### src/rtl/l2_core_arbiter_pkg.sv
// Shared system definitions for the L2 core arbiter: FSM state, captured request
// layout and core-count constants.
package sys_defs;

    localparam int NUM_CORES    = 4;
    localparam int ADDR_BITS    = 32;
    localparam int LINE_BITS    = 64;
    localparam int CORE_ID_BITS = $clog2(NUM_CORES);

    typedef enum logic [1:0] {
        IDLE,
        ISSUE,
        WAIT
    } arb_state_e;

    typedef struct packed {
        logic [ADDR_BITS-1:0]    addr;
        logic                    write;
        logic [LINE_BITS-1:0]    data;
        logic [CORE_ID_BITS-1:0] core;
    } l2_req_t;

    function automatic logic [NUM_CORES-1:0] core_onehot(input logic [CORE_ID_BITS-1:0] idx);
        logic [NUM_CORES-1:0] oh;
        oh      = '0;
        oh[idx] = 1'b1;
        return oh;
    endfunction

endpackage

### src/rtl/l2_core_arbiter_rr_priority_picker.sv
// Combinational round-robin picker: first asserted request at or above the pointer,
// wrapping modulo N (N must be a power of two).
module rr_priority_picker #(
    parameter int N       = 4,
    parameter int ID_BITS = $clog2(N)
) (
    input  logic [N-1:0]       req,
    input  logic [ID_BITS-1:0] ptr,
    output logic [N-1:0]       grant,
    output logic [ID_BITS-1:0] idx,
    output logic               any
);

    logic [ID_BITS-1:0] cand;

    always_comb begin
        grant = '0;
        idx   = '0;
        any   = 1'b0;
        cand  = '0;
        for (int k = 0; k < N; k++) begin
            // Truncation to ID_BITS gives the wrap-around for free.
            cand = ID_BITS'(int'(ptr) + k);
            if (!any && req[cand]) begin
                any         = 1'b1;
                idx         = cand;
                grant[cand] = 1'b1;
            end
        end
    end

endmodule

### src/rtl/l2_core_arbiter.sv
// Round-robin arbiter sharing one L2 request port among NUM_CORES L1 caches,
// with a single outstanding transaction and response routing back to the requester.
module l2_core_arbiter #(
    parameter int NUM_CORES    = 4,
    parameter int ADDR_BITS    = 32,
    parameter int LINE_BITS    = 64,
    parameter int CORE_ID_BITS = $clog2(NUM_CORES)
) (
    input  logic                           clock,
    input  logic                           reset,
    input  logic [NUM_CORES-1:0]           req_valid,
    input  logic [NUM_CORES*ADDR_BITS-1:0] req_addr,
    input  logic [NUM_CORES-1:0]           req_write,
    input  logic [NUM_CORES*LINE_BITS-1:0] req_data,
    output logic [NUM_CORES-1:0]           req_ready,
    output logic [NUM_CORES-1:0]           resp_valid,
    output logic [LINE_BITS-1:0]           resp_data,
    output logic                           l2_req_valid,
    input  logic                           l2_req_ready,
    output logic [ADDR_BITS-1:0]           l2_req_addr,
    output logic                           l2_req_write,
    output logic [LINE_BITS-1:0]           l2_req_data,
    output logic [CORE_ID_BITS-1:0]        l2_req_core,
    input  logic                           l2_resp_valid,
    input  logic [LINE_BITS-1:0]           l2_resp_data,
    output logic                           proto_err
);

    import sys_defs::*;

    arb_state_e              state_q, state_d;
    logic [CORE_ID_BITS-1:0] ptr_q, ptr_d;
    l2_req_t                 cap_q, cap_d;
    logic [NUM_CORES-1:0]    resp_valid_q, resp_valid_d;
    logic [LINE_BITS-1:0]    resp_data_q, resp_data_d;
    logic                    proto_err_q, proto_err_d;

    logic [NUM_CORES-1:0]    pick_grant;
    logic [CORE_ID_BITS-1:0] pick_idx;
    logic                    pick_any;

    rr_priority_picker #(
        .N       (NUM_CORES),
        .ID_BITS (CORE_ID_BITS)
    ) u_picker (
        .req   (req_valid),
        .ptr   (ptr_q),
        .grant (pick_grant),
        .idx   (pick_idx),
        .any   (pick_any)
    );

    always_comb begin
        state_d      = state_q;
        ptr_d        = ptr_q;
        cap_d        = cap_q;
        resp_valid_d = '0;
        resp_data_d  = resp_data_q;
        proto_err_d  = proto_err_q;
        req_ready    = '0;

        unique case (state_q)
            IDLE: begin
                if (pick_any) begin
                    req_ready   = pick_grant;
                    cap_d.addr  = req_addr[pick_idx*ADDR_BITS +: ADDR_BITS];
                    cap_d.write = req_write[pick_idx];
                    cap_d.data  = req_data[pick_idx*LINE_BITS +: LINE_BITS];
                    cap_d.core  = pick_idx;
                    ptr_d       = pick_idx + 1'b1;
                    state_d     = ISSUE;
                end
            end
            ISSUE: begin
                if (l2_req_ready) begin
                    state_d = WAIT;
                end
            end
            WAIT: begin
                if (l2_resp_valid) begin
                    resp_valid_d = core_onehot(cap_q.core);
                    resp_data_d  = l2_resp_data;
                    state_d      = IDLE;
                end
            end
            default: state_d = IDLE;
        endcase

        // A response with no transaction awaiting it is a protocol violation.
        if (l2_resp_valid && (state_q != WAIT)) begin
            proto_err_d = 1'b1;
        end

        if (reset) begin
            req_ready = '0;
        end
    end

    always_ff @(posedge clock) begin
        if (reset) begin
            state_q      <= IDLE;
            ptr_q        <= '0;
            cap_q        <= '0;
            resp_valid_q <= '0;
            resp_data_q  <= '0;
            proto_err_q  <= 1'b0;
        end else begin
            state_q      <= state_d;
            ptr_q        <= ptr_d;
            cap_q        <= cap_d;
            resp_valid_q <= resp_valid_d;
            resp_data_q  <= resp_data_d;
            proto_err_q  <= proto_err_d;
        end
    end

    assign l2_req_valid = (state_q == ISSUE);
    assign l2_req_addr  = cap_q.addr;
    assign l2_req_write = cap_q.write;
    assign l2_req_data  = cap_q.data;
    assign l2_req_core  = cap_q.core;
    assign resp_valid   = resp_valid_q;
    assign resp_data    = resp_data_q;
    assign proto_err    = proto_err_q;

endmodule

### config.mk
export PLATFORM = sky130hd
export DESIGN_NAME = l2_core_arbiter
export DESIGN_NICKNAME = d
export VERILOG_FILES = /design/src/rtl/l2_core_arbiter_pkg.sv /design/src/rtl/l2_core_arbiter_rr_priority_picker.sv /design/src/rtl/l2_core_arbiter.sv
export SDC_FILE = /design/constraint.sdc
export NUM_CORES = 1
export LEC_CHECK = 0
export ABC_AREA = 0
export BUFFER_PORTS_ARGS = -buffer_cell sky130_fd_sc_hd__buf_4
export CAP_MARGIN = 20
export CORE_AREA = 8 8 242 244
export CTS_CLUSTER_SIZE = 10
export DETAILED_ROUTE_END_ITERATION = 8
export DIE_AREA = 0 0 250 252
export GPL_TIMING_DRIVEN = 0
export PLACE_DENSITY = 0.4
export SLEW_MARGIN = 20
export SYNTH_ARGS = -nofsm -noshare
export SYNTH_HDL_FRONTEND = slang
export SYNTH_SLANG_ARGS = --single-unit
### constraint.sdc
create_clock -name clock -period 8.2 [get_ports clock]
set_input_delay 1.23 -clock clock [delete_from_list [all_inputs] [get_ports clock]]
set_output_delay 1.23 -clock clock [all_outputs]
set_load 0.005 [all_outputs]
# Word level (Yosys, flattened, before mapping)
# Index checks and enable logic that the tools add are counted.
[word_totals]
register_bits = 172
output_inout_bits = 173
[classes]
n_addsub = 4
magnitude_cmp = 11
eq_ne = 6
shifts = 2
n_mux = 39
n_bitwise = 5
n_reduce_logical = 17
[ops]
columns = ["operator", "count"]
rows = [
  ["$shiftx A256 B9 Y64", 1],
  ["$shiftx A128 B8 Y32", 1],
  ["$mux W4", 7],
  ["$lt A2 B3 Y1 const B", 6],
  ["$mux W1", 14],
  ["$mux W2", 7],
  ["$or A4 B4 Y4", 3],
  ["$bmux W1 S2", 5],
  ["$demux W1 S2", 5],
  ["$ge A2 B1 Y1 const B", 5],
  ["$logic_and A1 B1 Y1", 9],
  ["$ne A2 B2 Y1 const B", 3],
  ["$pmux W2 S3", 1],
  ["$add A2 B1 Y2 const B", 2],
  ["$add A2 B2 Y2 const B", 2],
  ["$reduce_and A2 Y1", 2],
  ["$logic_not A1 Y1", 3],
  ["$reduce_and A3 Y1", 1],
  ["$reduce_or A3 Y1", 1],
  ["$eq A2 B1 Y1 const B", 1],
  ["$eq A2 B2 Y1 const B", 1],
  ["$logic_not A2 Y1", 1],
  ["$ne A2 B1 Y1 const B", 1],
  ["$not A1 Y1", 2],
]

# Longest topological paths before layout
[logic_depth]
ltp_word = 15
ltp_mapped = 14

# By module
# Synthesis repeated with hierarchy kept, for this count alone.
[unflattened]
cells_unflattened = 699
hier_area_um2 = 8252.9
[by_module_without_submodules]
columns = ["module", "n_inst", "cells_per_inst", "area_each_um2", "seq_area_each_um2"]
rows = [
  ["l2_core_arbiter", 1, 654, 7831.3, 3443.3],
  ["rr_priority_picker", 1, 45, 421.7, 0.0],
]

# Worst setup path before layout
# Ideal clock, no wire load.
[synth_path]
path_type = "register to output"
startpoint = "register ptr_q[0]"
endpoint = "output port req_ready[0]"
t_arrival_ns = 2.716
t_required_ns = 6.970
setup_slack_ns = 4.254
path_stages_with_launch = 12
path_cell_list = "dfxtp_1 buf_2 inv_1 clkbuf_1 ha_1 buf_2 or3b_2 o21ai_0 a32oi_1 o21ai_0 nand2_1 a21oi_1"
[synth_between]
elab_chain_len = 15
word_cells_on_any_way = 51
classes_between = "add/sub (3); order compare (8); mux (27); bitwise (3); reduce/logical (10)"
[synth_rtl]
columns = ["item", "line", "text"]
rows = [
  ["from (decl)", "l2_core_arbiter.sv:32", "logic [CORE_ID_BITS-1:0] ptr_q, ptr_d;"],
  ["from (signal assigned)", "l2_core_arbiter.sv:109", "ptr_q <= ptr_d;"],
  ["parallel branches: the longest is 12 deep, another holds $lt A2 B3 Y1", "-", ""],
  ["$mux W4 (*)", "l2_core_arbiter.sv:64", "if (pick_any) begin"],
  ["$mux W4 (*)", "l2_core_arbiter.sv:62", "unique case (state_q)"],
  ["$mux W4 (*)", "l2_core_arbiter.sv:94", "if (reset) begin"],
  ["to (decl)", "l2_core_arbiter.sv:15", "output logic [NUM_CORES-1:0] req_ready,"],
]
# Every way passes the cells marked *. The select of a mux whose other input is x is not followed.

# Final worst setup path
# Ends and elaborated chain as after synthesis.

==> summary.md <==
| Metric | Value |
|---|---|
| Via Count | approximately 13000 |
| Worst skew pair latency | between 0.4 and 0.5 ns |
| Die width | 250 um |
| Vias in the first global route | ~14000 |
| Clock Skew | about 0.013 ns |
| Placed instance area | about 16000 um2 |
| Number of failing setup endpoints in the final timing report | 0 |
| Min-delay worst type | flop to flop |
| Max clock buf depth | 2 |
| Static Leak | approximately 7.4 nW |
| ANT nets after route | 0 |
| Die height | ~250 um |
| Layout area overhead | 58.4% |
| Total congestion overflow | 0 |
| Number of hold violations in the final report | 0 |
| Startpoint type of the worst setup path | flop |
| Initial standard-cell utilization of the core | ~20% |
| H-Tree Depth | 4 |
| Post-route fraction of the period consumed by the critical path | 66.5% |
| Number of CTS-inserted buffers | 17 |
| Count of warnings emitted by yosys | 0 |
| Most frequent cell after synthesis | sky130_fd_sc_hd__nand2_1 |
| Final-stage net count | approximately 2500 |
| Max FO, Critical Path | 13 |
| Area of all sequential standard cells | 3440 um2 |
| Share of synthesized area occupied by flip-flops and latches | ~32% |
| Core footprint | between 50000 and 60000 um2 |
| Number of hold buffers added after CTS | 0 |
| Worst rel slew slack | approximately a third |
| Max Slew Vio Count | 0 |
| Critical path endpoint category | primary output |
| Worst IR Drop VDD | between 150 and 200 uV |
| Wire length of the first global-routing pass | approximately 95000 um |
| Final non-filler cell area | 16900 um2 |
| Mean number of vias per cell | just under 5 |
| Share of async-settable or async-resettable flops after synthesis | 0% |
| Leading area contributor after synthesis | sky130_fd_sc_hd__dfxtp_1 |
| Combined area of the multi-input logic cells | between 6000 and 7000 um2 |
| Most used flip-flop cell after synthesis | sky130_fd_sc_hd__dfxtp_1 |
| Number of instances in the synthesized netlist | approximately 1400 |
| Post-route setup TNS | 0 ns |
| Number of antenna violations at the first check in global routing | 15 |
| Post-synthesis cell area | between 10000 and 15000 um2 |
| Number of resized instances in the post-cts repair step | 0 |
| Setup repair after global routing missed its margin | false |
| Status | completed |
| CTS Sinks | about 170 |
| Pwr dens | about 290 nW/um2 |
| Aggregate routed wire length | between 60000 and 70000 um |
| Area enclosed by the die boundary | approximately 63000 um2 |
| Crit path DAT | about 4.2 ns |
| Count of filler cells inserted in the layout | 6024 |
| Peak clock frequency supported by timing | between 150 and 200 MHz |
| Number of unique standard cell types used by synthesis | about 60 |
| Pre-CTS WS | 3.18 ns |
| Top cells by instance count after synthesis | sky130_fd_sc_hd__nand2_1, sky130_fd_sc_hd__dfxtp_1, sky130_fd_sc_hd__nor2_1 |
| Wirelength per Cell | 24.2 um |
| Slew at the pin with the worst max-slew slack | 0.973 ns |
| Maximum number of pins on one net before global-route repair | 19 |
| Post-route minimum period | about 5.5 ns |
| First-pass iteration count of the detailed router | 5 |
| Post-DP HPWL | 55500 um |
| Drc violations | 0 |
| Routability cong. | between 0.8 and 0.9 |
| CTS tree | done |
| Data required time at the worst endpoint | around 7.0 ns |
| Count of flip-flops with a built-in enable after synthesis | 0 |
| Post-CTS setup repair buffer count | 0 |
| Flip-flop and latch count after synthesis | ~170 |
| Number of port buffers | ~630 |
| Cell types with the largest area share after synthesis | sky130_fd_sc_hd__dfxtp_1, sky130_fd_sc_hd__mux2i_1, sky130_fd_sc_hd__nand2_1, sky130_fd_sc_hd__a21oi_1, sky130_fd_sc_hd__a31oi_1 |
| Fraction of synthesized cell area taken by the top area cell type | 32.3% |
| Worst path setup slack after routing | 2.75 ns |
| Category of the critical setup timing path | flop to primary output |
| Avg Inst Size Synth | 7.71 um2 |
| # rows | 86 |
| Master cell of the clock root buffer | sky130_fd_sc_hd__clkbuf_16 |
| Max cap viols | 0 |
| Syn Nets | around 1900 |
| Share of post-route cells with drive strength above 1 | 36.3% |
| Clock slew seen by the registers of the worst setup and hold paths | about 0.07 ns |
| Top-level I/O count | around 630 |
| Combined global-route utilization of all metal layers | about 20% |
| Total chip power | ~0.005 W |
| Number of DRC markers after the initial detailed-route iteration | ~620 |
| Core occupancy in the finished layout | between 30% and 40% |
worst max-delay path, cell delays in order (launching register included):
cell	delay [ns]
sky130_fd_sc_hd__dfxtp_1	0.51
sky130_fd_sc_hd__buf_2	0.29
sky130_fd_sc_hd__inv_1	0.19
sky130_fd_sc_hd__clkbuf_1	0.36
sky130_fd_sc_hd__ha_1	0.48
sky130_fd_sc_hd__mux4_2	0.35
sky130_fd_sc_hd__nor2b_1	0.12
sky130_fd_sc_hd__buf_2	0.29
sky130_fd_sc_hd__clkbuf_1	0.47
sky130_fd_sc_hd__a221o_1	0.23
sky130_fd_sc_hd__o21ai_0	0.08
sky130_fd_sc_hd__a21oi_1	0.21
sky130_fd_sc_hd__buf_4	0.17
cell type report:
type                    count  share of cell area (%)
plain buffers             141                    3.86
inverters                   7                   0.155
well taps                 704                    5.21
clock inverters            15                   0.903
flip-flops and latches    172                    20.4
diodes                     15                   0.222
repair buffers            631                    28.0
multi-input cells        1063                    38.7
clock buffers              17                    2.52
layout by cell type (no fill, tap or decap), drive strengths merged, types with 38 or more instances in the layout:
| cell type | synthesis | final |
|---|---|---|
| nor2 | 120 | 120 |
| nand3 | 40 | 40 |
| clkbuf | 95 | 112 |
| a21oi | 112 | 112 |
| buf | 46 | 677 |
| dfxtp | 172 | 172 |
| o21ai | 93 | 93 |
| mux2i | 89 | 89 |
| o32ai | 38 | 38 |
| a21o | 40 | 40 |
| or3 | 49 | 49 |
| nand2 | 180 | 180 |
| a31oi | 73 | 73 |
| o211ai | 38 | 38 |
| o21a | 38 | 38 |
metal layers:
layer	global-route usage (%)	part of all wire, %	vias up
met1	22.5	39	6250
li1	-	-	6408
met5	0	0	-
met4	7.98	2.7	0
met2	34.3	49	589
met3	8.12	9.2	80
registers in the layout, summed over array words and instances (netlist names):
name / count
l2_req_addr: 32
l2_req_data: 64
l2_req_core: 2
proto_err: 1
ptr_q: 2
state_q: 2
l2_req_write: 1
resp_valid: 4
resp_data: 64
final timing paths:
kind	startpoint	to	slack (ns)	cells after the start
worst max-delay path	ptr_q[0]	req_ready[0]	2.75	12
worst min-delay path	resp_data[27]	resp_data[27]	0.46	2
worst max register to register	ptr_q[0]	l2_req_data[5]	3.91	14
worst min register to register	resp_data[27]	resp_data[27]	0.46	2
report_power, final:
| group | switching (W) | internal [W] |
|---|---|---|
| registers | 0.000133 | 0.00103 |
| logic | 0.00165 | 0.00120 |
| clock network | 0.000436 | 0.000405 |
metrics by stage:
step / hold slack (ns) / std cells
after detailed placement: 0.448 / 2718
after global placement: 0.444 / 2718
after CTS: 0.459 / 2750
final: 0.455 / 2765
after global routing: 0.476 / 2763
after floorplan: 0.453 / 1383
kinds of logic after synthesis:
kind of cell	synth area share, %
AOI/OAI and AO/OA	30.7
xor gates and xnor gates	0.0821
muxes	10.3
buffers and inverters	6.36
DFF	32.3
adders and majority gates	0.938
and+or+nand+nor	19.4
Note: power is estimated with default switching activity, not from simulation.
